[config.mk]
export PLATFORM = sky130hd
export DESIGN_NAME = pwm_multi_channel
export DESIGN_NICKNAME = d
export VERILOG_FILES = /design/src/rtl/pwm_pkg.sv /design/src/rtl/pwm_timebase.sv /design/src/rtl/pwm_multi_channel.sv
export SDC_FILE = /design/constraint.sdc
export NUM_CORES = 1
export LEC_CHECK = 0
export BUFFER_PORTS_ARGS = -buffer_cell sky130_fd_sc_hd__buf_2
export CAP_MARGIN = 20
export CELL_PAD_IN_SITES_DETAIL_PLACEMENT = 0
export CELL_PAD_IN_SITES_GLOBAL_PLACEMENT = 1
export CORE_UTILIZATION = 41
export DETAILED_ROUTE_END_ITERATION = 6
export PLACE_DENSITY_LB_ADDON = 0.1
export SLEW_MARGIN = 20
export SYNTH_ARGS = -nofsm -noshare
export SYNTH_HDL_FRONTEND = slang
export SYNTH_HIERARCHICAL = 1
export SYNTH_SLANG_ARGS = --single-unit
[constraint.sdc]
create_clock -name IN_CLOCK -period 2.18 [get_ports IN_CLOCK]
set_clock_uncertainty 0.1 [all_clocks]
set_input_delay 0.436 -clock IN_CLOCK [delete_from_list [all_inputs] [get_ports IN_CLOCK]]
set_output_delay 0.436 -clock IN_CLOCK [all_outputs]
set_load 0.01 [all_outputs]
[src/rtl/pwm_pkg.sv]
// Shared definitions for the multi-channel PWM block: step-divider
// arithmetic, mode encoding, direction encoding and fill-factor clamping.
package pwm_pkg;

    localparam logic PWM_MODE_EDGE   = 1'b0;
    localparam logic PWM_MODE_CENTER = 1'b1;

    // Direction of the triangle counter in center-aligned mode.
    typedef enum logic {
        DIR_UP   = 1'b0,
        DIR_DOWN = 1'b1
    } pwm_dir_e;

    // Clocks per counter tick; never below one so the counter always moves.
    function automatic int calc_step_divider(input int clk_hz, input int pwm_hz, input int max_value);
        int div;
        div = clk_hz / (pwm_hz * max_value);
        return (div < 1) ? 1 : div;
    endfunction

    // Saturate a requested fill factor at full scale.
    function automatic logic [31:0] clamp_fill(input logic [31:0] value, input logic [31:0] max_value);
        return (value > max_value) ? max_value : value;
    endfunction

endpackage

[src/rtl/pwm_timebase.sv]
// Shared PWM timebase: prescaler, period counter, triangle direction flag
// and period-boundary detection. The triangle counting and the mode input
// exist only when PWM_CENTER_ALIGN_EN is defined.
//
// o_boundary is the combinational tick that enters count 0 at the start of
// an up phase (including the first tick after enable); o_period_first is the
// same event registered, i.e. high for the one clock in which count 0 of a
// new period is first presented.
module pwm_timebase #(
    parameter int STEP_DIVIDER = 1,
    parameter int MAX_VALUE    = 4,
    parameter int CNT_W        = (MAX_VALUE > 1) ? $clog2(MAX_VALUE) : 1
) (
    input  logic             i_clk,
    input  logic             i_reset,
    input  logic             i_enable,
`ifdef PWM_CENTER_ALIGN_EN
    input  logic             i_mode,
`endif
    output logic [CNT_W-1:0] o_count,
    output logic             o_running,
    output logic             o_boundary,
    output logic             o_period_first
);
    import pwm_pkg::*;

    localparam int               PRE_W    = (STEP_DIVIDER > 1) ? $clog2(STEP_DIVIDER) : 1;
    localparam logic [PRE_W-1:0] PRE_LAST = PRE_W'(STEP_DIVIDER - 1);
    localparam logic [CNT_W-1:0] CNT_LAST = CNT_W'(MAX_VALUE - 1);

    logic [PRE_W-1:0] r_prescale;
    logic [CNT_W-1:0] r_count;
    logic [CNT_W-1:0] w_count_next;
    logic             r_running;
    logic             r_period_first;
    logic             w_tick;
    logic             w_boundary;
`ifdef PWM_CENTER_ALIGN_EN
    pwm_dir_e         r_dir;
    pwm_dir_e         w_dir_next;
    logic             r_mode;
`endif

    assign w_tick = i_enable && (r_prescale == PRE_LAST);

    // Prescaler: free-runs while enabled, parked at 0 otherwise.
    always_ff @(posedge i_clk) begin
        if (i_reset || !i_enable || w_tick) begin
            r_prescale <= '0;
        end else begin
            r_prescale <= r_prescale + 1'b1;
        end
    end

    // Next count / direction and boundary detection for the current tick.
    always_comb begin
        w_count_next = r_count;
        w_boundary   = 1'b0;
`ifdef PWM_CENTER_ALIGN_EN
        w_dir_next   = r_dir;
`endif
        if (w_tick) begin
            if (!r_running) begin
                // First tick after enable or reset opens a fresh period at 0.
                w_count_next = '0;
                w_boundary   = 1'b1;
            end
`ifdef PWM_CENTER_ALIGN_EN
            else if (r_mode == PWM_MODE_CENTER) begin
                if (r_dir == DIR_UP) begin
                    if (r_count == CNT_LAST) begin
                        w_dir_next = DIR_DOWN;
                    end else begin
                        w_count_next = r_count + 1'b1;
                    end
                end else begin
                    if (r_count == '0) begin
                        w_dir_next = DIR_UP;
                        w_boundary = 1'b1;
                    end else begin
                        w_count_next = r_count - 1'b1;
                    end
                end
            end
`endif
            else if (r_count == CNT_LAST) begin
                w_count_next = '0;
                w_boundary   = 1'b1;
            end else begin
                w_count_next = r_count + 1'b1;
            end
        end
    end

    // Counter state register; disable parks everything at count 0, going up.
    always_ff @(posedge i_clk) begin
        if (i_reset || !i_enable) begin
            r_count        <= '0;
            r_running      <= 1'b0;
            r_period_first <= 1'b0;
`ifdef PWM_CENTER_ALIGN_EN
            r_dir          <= DIR_UP;
`endif
        end else begin
            r_count        <= w_count_next;
            r_period_first <= w_boundary;
            if (w_tick) begin
                r_running <= 1'b1;
            end
`ifdef PWM_CENTER_ALIGN_EN
            r_dir          <= w_dir_next;
`endif
        end
    end

`ifdef PWM_CENTER_ALIGN_EN
    // Active mode changes only at a boundary, or freely while disabled.
    always_ff @(posedge i_clk) begin
        if (i_reset) begin
            r_mode <= PWM_MODE_EDGE;
        end else if (!i_enable || w_boundary) begin
            r_mode <= i_mode;
        end
    end
`endif

    assign o_count        = r_count;
    assign o_running      = r_running;
    assign o_boundary     = w_boundary;
    assign o_period_first = r_period_first;

endmodule

[src/rtl/pwm_multi_channel.sv]
// Multi-channel PWM generator: CHANNELS outputs share one timebase, each
// with a double-buffered (pending -> active) fill factor. Define
// PWM_CENTER_ALIGN_EN to add the IN_MODE port and center-aligned counting;
// without it the block is edge-aligned only.
module pwm_multi_channel #(
    parameter int CLOCK_FREQUENCY  = 400000,
    parameter int PWM_FREQUENCY    = 100000,
    parameter int MAX_VALUE        = 4,
    parameter int CHANNELS         = 2,
    parameter int DEEP_FILL_FACTOR = $clog2(MAX_VALUE) + 1
) (
    input  logic                                 IN_CLOCK,
    input  logic                                 IN_RESET,
    input  logic                                 IN_ENABLE,
    input  logic [CHANNELS*DEEP_FILL_FACTOR-1:0] IN_FILL_FACTOR,
    input  logic                                 IN_LOAD,
`ifdef PWM_CENTER_ALIGN_EN
    input  logic                                 IN_MODE,
`endif
    output logic [CHANNELS-1:0]                  OUT_PWM_SIGNAL,
    output logic                                 OUT_PERIOD_START
);
    import pwm_pkg::*;

    localparam int STEP_DIVIDER = calc_step_divider(CLOCK_FREQUENCY, PWM_FREQUENCY, MAX_VALUE);
    localparam int CNT_W        = (MAX_VALUE > 1) ? $clog2(MAX_VALUE) : 1;
    localparam int DW           = DEEP_FILL_FACTOR;

    logic [CNT_W-1:0]    w_count;
    logic                w_running;
    logic                w_boundary;
    logic                w_period_first;
    logic [CHANNELS-1:0] w_high;
    logic [CHANNELS-1:0] r_pwm;
    logic                r_period_start;

    pwm_timebase #(
        .STEP_DIVIDER (STEP_DIVIDER),
        .MAX_VALUE    (MAX_VALUE),
        .CNT_W        (CNT_W)
    ) u_timebase (
        .i_clk          (IN_CLOCK),
        .i_reset        (IN_RESET),
        .i_enable       (IN_ENABLE),
`ifdef PWM_CENTER_ALIGN_EN
        .i_mode         (IN_MODE),
`endif
        .o_count        (w_count),
        .o_running      (w_running),
        .o_boundary     (w_boundary),
        .o_period_first (w_period_first)
    );

    for (genvar ch = 0; ch < CHANNELS; ch++) begin : g_ch
        logic [DW-1:0] w_fill_in;
        logic [DW-1:0] w_pending_next;
        logic [DW-1:0] r_pending;
        logic [DW-1:0] r_active;

        assign w_fill_in = IN_FILL_FACTOR[ch*DW +: DW];
        // A load in the boundary clock bypasses straight into active.
        assign w_pending_next = IN_LOAD ? DW'(clamp_fill(32'(w_fill_in), 32'(MAX_VALUE))) : r_pending;

        // Pending captures loads; active follows it at boundaries or while disabled.
        always_ff @(posedge IN_CLOCK) begin
            if (IN_RESET) begin
                r_pending <= '0;
                r_active  <= '0;
            end else begin
                r_pending <= w_pending_next;
                if (!IN_ENABLE || w_boundary) begin
                    r_active <= w_pending_next;
                end
            end
        end

        assign w_high[ch] = (DW'(w_count) < r_active);
    end

    // Registered outputs, forced low while disabled or before the first tick.
    always_ff @(posedge IN_CLOCK) begin
        if (IN_RESET) begin
            r_pwm          <= '0;
            r_period_start <= 1'b0;
        end else begin
            r_pwm          <= (IN_ENABLE && w_running) ? w_high : '0;
            r_period_start <= IN_ENABLE && w_period_first;
        end
    end

    assign OUT_PWM_SIGNAL   = r_pwm;
    assign OUT_PERIOD_START = r_period_start;

endmodule

==> results.md, run 1 <==
* YS warnings at 6
* Nets at 106
* Fin crit period at 1627 ps
* P per Cell Area at 665.3 mW/mm2
* H-tree Lvls at 1
* Synth area leader: dfxtp_1
* Multi-input gate area at 402.9 um2
* Int Pwr at roughly 0.48 mW
* Total global routing overflow at 0
* Clk pwr share at 26.6%
* Worst hold path class: primary input to flop
* Peak VDD IR at 0.3457 mV
* Number of vias per cell at approximately 5.2
* Clock Tree Buf Depth at 2
* Sw Share at 22.97%
* Mean post-synth cell area at 10.77 um2
* Req. time, crit path at 2280 ps
* GRT Total Usage at 14.60%
* Slowest CP cell: dfxtp_1
* Final hold slack at 325.8 ps
* Drt pass-1 iters at 4
* CP Launch Type: flop
* Register area at approximately 400 um2
* Combinational fraction of design power at roughly a tenth
* Sequential share of power at 63.1%
* Vias at 602
* Pins Over Slew Limit at 0
* Achievable Freq at 614.7 MHz
* Register bit total from synthesis at 20
* Hpwl dp at roughly 1000 um
* Crit path kind: flop to flop
* GPL Wtd Cong at 0.7538
* Mapped Cells at 77
* Antenna violations before repair at 0
* Delay-heaviest family, CP: simple AND/OR/NAND/NOR gates
* Status: finished clean
* Synthesized Nets at 90
* WP buf/inv at 1
* Tcrit/Tclk final at between 70% and 80%
* Final ANT Viol Nets at 0
* Final-layout fill cell count at 179
* Final hold viol count at 0
* Die X at ~47 um
* Hold Buf Count CTS at 0
* Clk slew on worst S/H paths at 100 ps
* I/O pin total at 13
* Netlist cell types at 23
* Crit. End Element: flop
* Inserted Clock Buffers at 3
* Routed len/inst at 11.61 um
* # Max-Cap Violations at 0
* IO Port Bufs at 12
* Final setup TNS at 0 ps
* WL final at between 1000 and 1500 um
* Reg2reg setup slack at 550 ps
* Clk Tree Root Cell: clkbuf_4
* Die area at 0.002207 mm2
* Core Area at 0.001802 mm2
* Synth top area share at 48.27%
* Largest net degree at the start of global routing at 16
* Post-cts resize count at 0
* Layout cell share with drive strength beyond 1 at 23.08%
* CTS tree: yes
* Remaining DRCs at 0
* Syn Std Cell Area at 829.5 um2
* RSZ-0062 raised after global routing: false
* Synth-to-layout area growth at 12.82%
* Register area share after synthesis at between 40% and 50%
* Post CTS Setup Buffer Count at 0
* Die H at approximately 47 um
* First-pass GRT wire length at 2214 um
* Final Setup Violations at 0
* Std cell rows at 15
* Synth area leaders: dfxtp_1 48%, nor3b_1 8.1%, nand2b_4 6.6%
* Psw at 0.1430 mW
* Initial DRC count at 10
* WP data arrival at 1730 ps
* P_leak at 0.3942 nW
* Vias in the first global route at 520
* Clock latency on the worst-skew pair at a little under 300 ps
* Diode count at 0
* CP peak stage delay at 360 ps
* Starting Density at a little under half
* Clk sink count at 20
* CP max FO at 7
* Crit path cell chain: ha_1 > nor2b_1 > nor3b_1 > buf_4 > nand2b_2 > a311oi_1
==> cells in the final DEF (no fill, tap or decap) <==
master    Yosys  final
mux2i_1       2      2
nand3b_1      5      5
nand2b_2      1      1
ha_1          3      3
and2_1        1      1
nand2_1       2      2
nand2b_4      4      4
nor2_1        4      4
o311a_1       2      2
or4b_1        1      1
inv_1         3      3
a311oi_1      4      4
dfxtp_1      20     20
a211oi_1      2      2
a21oi_1       7      7
buf_4         0      1
nand2b_1      1      1
buf_2         0     12
clkbuf_4      0      3
nor3b_1       9      9
conb_1        1      1
nor2b_1       1      1
nor4b_1       1      1
and2b_1       1      1
==> routing by layer <==
layer	GRT usage, %	up-vias	wire length [um]
met2	22.22	10	651
met5	0	-	0
met1	19.06	282	640
met4	9.714	0	16
met3	2.308	2	38
li1	-	308	-
==> flip-flops by register name (all words and copies together), names as in the netlist <==
name,cells
g_ch.r_active,6
u_timebase/o_running,1
u_timebase/o_count,2
g_ch.r_pending,6
OUT_PERIOD_START,1
u_timebase/o_period_first,1
OUT_PWM_SIGNAL,2
u_timebase/r_prescale,1
==> power by group through the flow <==
stage | clock, mW | sequential [mW] | combinational, mW
2_1_floorplan | 0 | 0.399 | 0.0455
3_3_place_gp | 0 | 0.401 | 0.0644
3_5_place_dp | 0 | 0.402 | 0.0654
4_1_cts | 0.174 | 0.393 | 0.0655
5_1_grt | 0.187 | 0.395 | 0.0721
6_report | 0.166 | 0.393 | 0.0643
==> tightest hold or removal path, cell delays in order <==
cell and delay, ps:
buf_2 90, nand3b_1 80, a21oi_1 60
==> final timing paths <==
kind / startpoint / end / depth (start not counted)
max reg2reg: u_timebase/o_count[0] / g_ch[1].r_active[0] / 6
min reg2reg: u_timebase/o_period_first / OUT_PERIOD_START / 1
max: u_timebase/o_count[0] / g_ch[1].r_active[0] / 6
min: IN_FILL_FACTOR[3] / g_ch[1].r_pending[0] / 3
==> logic make-up (layout without fill, tap and decap cells) <==
logic type                 Yosys count  in the layout  synth area share (%)
other                                1              1                0.4521
adders and majority gates            3              3                 4.525
muxes                                2              2                 2.413
and+or+nand+nor                     31             31                 28.51
buffers and inverters                5             19                 3.167
AOI/OAI and AO/OA                   15             15                 12.67
DFF                                 20             20                 48.26
==> final cells by class <==
| type | instances | share of cell area (%) |
|---|---|---|
| Multi-Input combinational cell | 52 | 43.05 |
| Inverter | 3 | 1.203 |
| Sequential cell | 20 | 42.78 |
| Timing Repair Buffer | 13 | 7.219 |
| Clock buffer | 3 | 2.406 |
| Tap cell | 25 | 3.342 |
==> stage by stage <==
step | setup slack, ps | total power [mW] | cell area, um2 | util (%) | std cells
after detailed placement | 569.1 | 0.4669 | 913.4 | 50.69 | 113
after CTS | 537.0 | 0.6331 | 935.9 | 51.94 | 116
final | 553.2 | 0.6226 | 935.9 | 51.94 | 116
after global placement | 637.9 | 0.4658 | 913.4 | 50.69 | 113
after global routing | 479.1 | 0.6546 | 935.9 | 51.94 | 116
after floorplan | 578.6 | 0.4443 | 829.5 | - | 77
==> synthesized netlist by cell type (all sizes together) <==
cell,count
conb,1
nor4b,1
nand2b,6
inv,3
a211oi,2
nor2b,1
ha,3
a21oi,7
and2b,1
dfxtp,20
buf,2
nand3b,5
mux2i,2
and2,1
or4b,1
nor3b,9
a311oi,4
nor2,4
nand2,2
o311a,2
Note: power is estimated with default switching activity, not from simulation.
==> run 2, diff against run 1 <==
--- a/config.mk
+++ b/config.mk
@@ -9,7 +9,7 @@
 export CAP_MARGIN = 20
 export CELL_PAD_IN_SITES_DETAIL_PLACEMENT = 0
 export CELL_PAD_IN_SITES_GLOBAL_PLACEMENT = 1
-export CORE_UTILIZATION = 41
+export CORE_UTILIZATION = 37
 export DETAILED_ROUTE_END_ITERATION = 6
 export PLACE_DENSITY_LB_ADDON = 0.1
 export SLEW_MARGIN = 20
==> constraint.sdc (replaced) <==
create_clock -name IN_CLOCK -period 1.42 [get_ports IN_CLOCK]
set_clock_uncertainty 0.1 [all_clocks]
set_input_delay 0.284 -clock IN_CLOCK [delete_from_list [all_inputs] [get_ports IN_CLOCK]]
set_output_delay 0.284 -clock IN_CLOCK [all_outputs]
set_load 0.01 [all_outputs]
==> run 2 against run 1 <==
Effect of this change:
- sequential cell count unchanged
- cell area is 10% higher
- cell count increased by 6.0%
- critical path type unchanged
- largest power group unchanged
==> results.md, run 2 (synthesis results as in run 1) <==
* Status: finished clean
* Peak VDD IR at 0.4996 mV (+45%)
* Vias in the first global route at 594 (+14%)
* CTS tree: yes
* Worst hold path class: primary input to flop
* Die H at 49.35 um (+5.0%)
* Final ANT Viol Nets at 0 (unchanged)
* Inserted Clock Buffers at 3 (unchanged)
* Crit path kind: flop to flop
* Post-route design area at 0.001030 mm2 (+10%)
* H-tree Lvls at 1 (unchanged)
* GRT Total Usage at 13.84% (-0.77 points)
* Leading cell types in the layout, fill and taps excluded: 18 x dfxtp_1, 12 x buf_2, 7 x a21oi_1, 6 x nor3b_1, 6 x buf_4
* I/O pin total at 13 (unchanged)
* Fin crit period at 1353 ps (-274.0 ps)
* Crit path cell chain: ha_4 > nor2b_4 > nor3b_4 > buf_4 > nor3b_2 > a311oi_1
* Vias at 608 (+1.0%)
* P per Cell Area at 945.5 mW/mm2 (+42%)
* Initial DRC count at 3 (-7)
* CP max FO at 3 (-4)
* Routed len/inst at 11.98 um (+3.1%)
* WL final at 1473 um (+9.4%)
* Core Area at 0.002042 mm2 (+13%)
* Top Registers: g_ch.r_active (6), g_ch.r_pending (6)
* Pins Over Slew Limit at 0 (unchanged)
* Largest net degree at the start of global routing at 16 (unchanged)
* WP buf/inv at 1 (unchanged)
* Antenna violations before repair at 0 (unchanged)
* P_leak at 0.4325 nW (+9.7%)
* GPL Wtd Cong at 0.6935 (-8.0%)
* Remaining DRCs at 0 (unchanged)
* RSZ-0062 raised after global routing: true
* Worst slack, placed at 7.570 ps (-561.6 ps)
* Clock Tree Buf Depth at 2 (unchanged)
* Diode count at 0 (unchanged)
* Crit. End Element: flop
* Nets at 111 (+4.7%)
* # Max-Cap Violations at 0 (unchanged)
* Tcrit/Tclk final at 95.27% (+21 points)
* Total global routing overflow at 0 (unchanged)
* Starting Density at 40.63% (-5.4 points)
* Die area at 0.002435 mm2 (+10%)
* CP Launch Type: flop
* Final WS setup at 67.22 ps (-486.0 ps)
* Clk slew on worst S/H paths at 100 ps (about the same)
* Placed Area at 958.4 um2 (+4.9%)
* Req. time, crit path at 1530 ps (-750 ps)
* Final-layout fill cell count at 214 (+20%)
* Clk sink count at 20 (unchanged)
* Number of vias per cell at 4.943 (-4.8%)
* First-pass GRT wire length at 2477 um (+12%)
* Layout cell share with drive strength beyond 1 at 35.42% (+12 points)
* Final hold viol count at 0 (unchanged)
* Drt pass-1 iters at 4 (unchanged)
* Most common cell after layout, fill and taps aside: dfxtp_1
* Clock latency on the worst-skew pair at 290 ps (about the same)
* Final Setup Violations at 0 (unchanged)
* Delay-heaviest family, CP: flip-flops
* Achievable Freq at 739.2 MHz (+20%)
* Die X at 49.35 um (+5.0%)
* CP peak stage delay at 370 ps (about the same)
* Hpwl dp at 1088 um (+4.6%)
* Synth-to-layout area growth at 24.13%
* Slowest CP cell: dfxtp_2
* Hold Buf Count CTS at 0 (unchanged)
* Clk Tree Root Cell: clkbuf_4
* IO Port Bufs at 12 (unchanged)
* Std cell rows at 16 (+1)
* Final setup TNS at 0 ps (unchanged)
* WP data arrival at 1460 ps (-270 ps)
* Post CTS Setup Buffer Count at 0 (unchanged)
-- run 2: power breakdown --
part           leakage [nW]  switching, mW  total, mW  internal, mW
registers             0.165         0.0155      0.602         0.587
logic                 0.254         0.0541      0.118        0.0641
clock network        0.0138          0.155      0.253        0.0985
total                 0.433          0.224      0.974         0.749
-- run 2: tightest hold or removal path, stage by stage --
cell	delay [ps]
buf_2	100
nand3b_1	80
a21oi_1	60
-- run 2: timing repair --
item	in CTS	in global routing
endpoints found under the hold margin	0	0
pin swaps	4	4
resized for setup	4	7
endpoints found under the setup margin	6	6
-- run 2: metrics by stage --
step	util, %	hold slack, ps	total power [mW]	std cells
after CTS	48.41	169.0	0.9862	123
final	50.43	175.3	0.9736	123
after detailed placement	46.94	326.8	0.7239	120
after global routing	50.43	180.2	1.041	123
after floorplan	-	256.1	0.6832	77
after global placement	46.94	316.5	0.7223	120
-- run 2: final cells by class --
cell class	count	area [um2]	area share (%)
multi-input combinational	52	454.2	44.11
timing repair buffer	18	105.1	10.21
inverter	3	11.26	1.094
clock buffer	3	22.52	2.187
tap	27	33.78	3.281
sequential	20	402.9	39.13
-- run 2: final timing paths --
kind	startpoint	to	slack [ps]	cells after the start
setup reg to reg	u_timebase/o_count[1]	g_ch[1].r_active[0]	70	6
setup / recovery	u_timebase/o_count[1]	g_ch[1].r_active[0]	70	6
hold reg to reg	u_timebase/o_period_first	OUT_PERIOD_START	350	1
hold / removal	IN_FILL_FACTOR[4]	g_ch[1].r_pending[1]	180	3
-- run 2: metal layers --
layer	wire length, um	share of wire (%)	GRT usage, %
met4	14	0.95	8.824
met5	0	0	0
met1	643	44	15.00
met3	46	3.1	2.804
met2	768	52	24.20
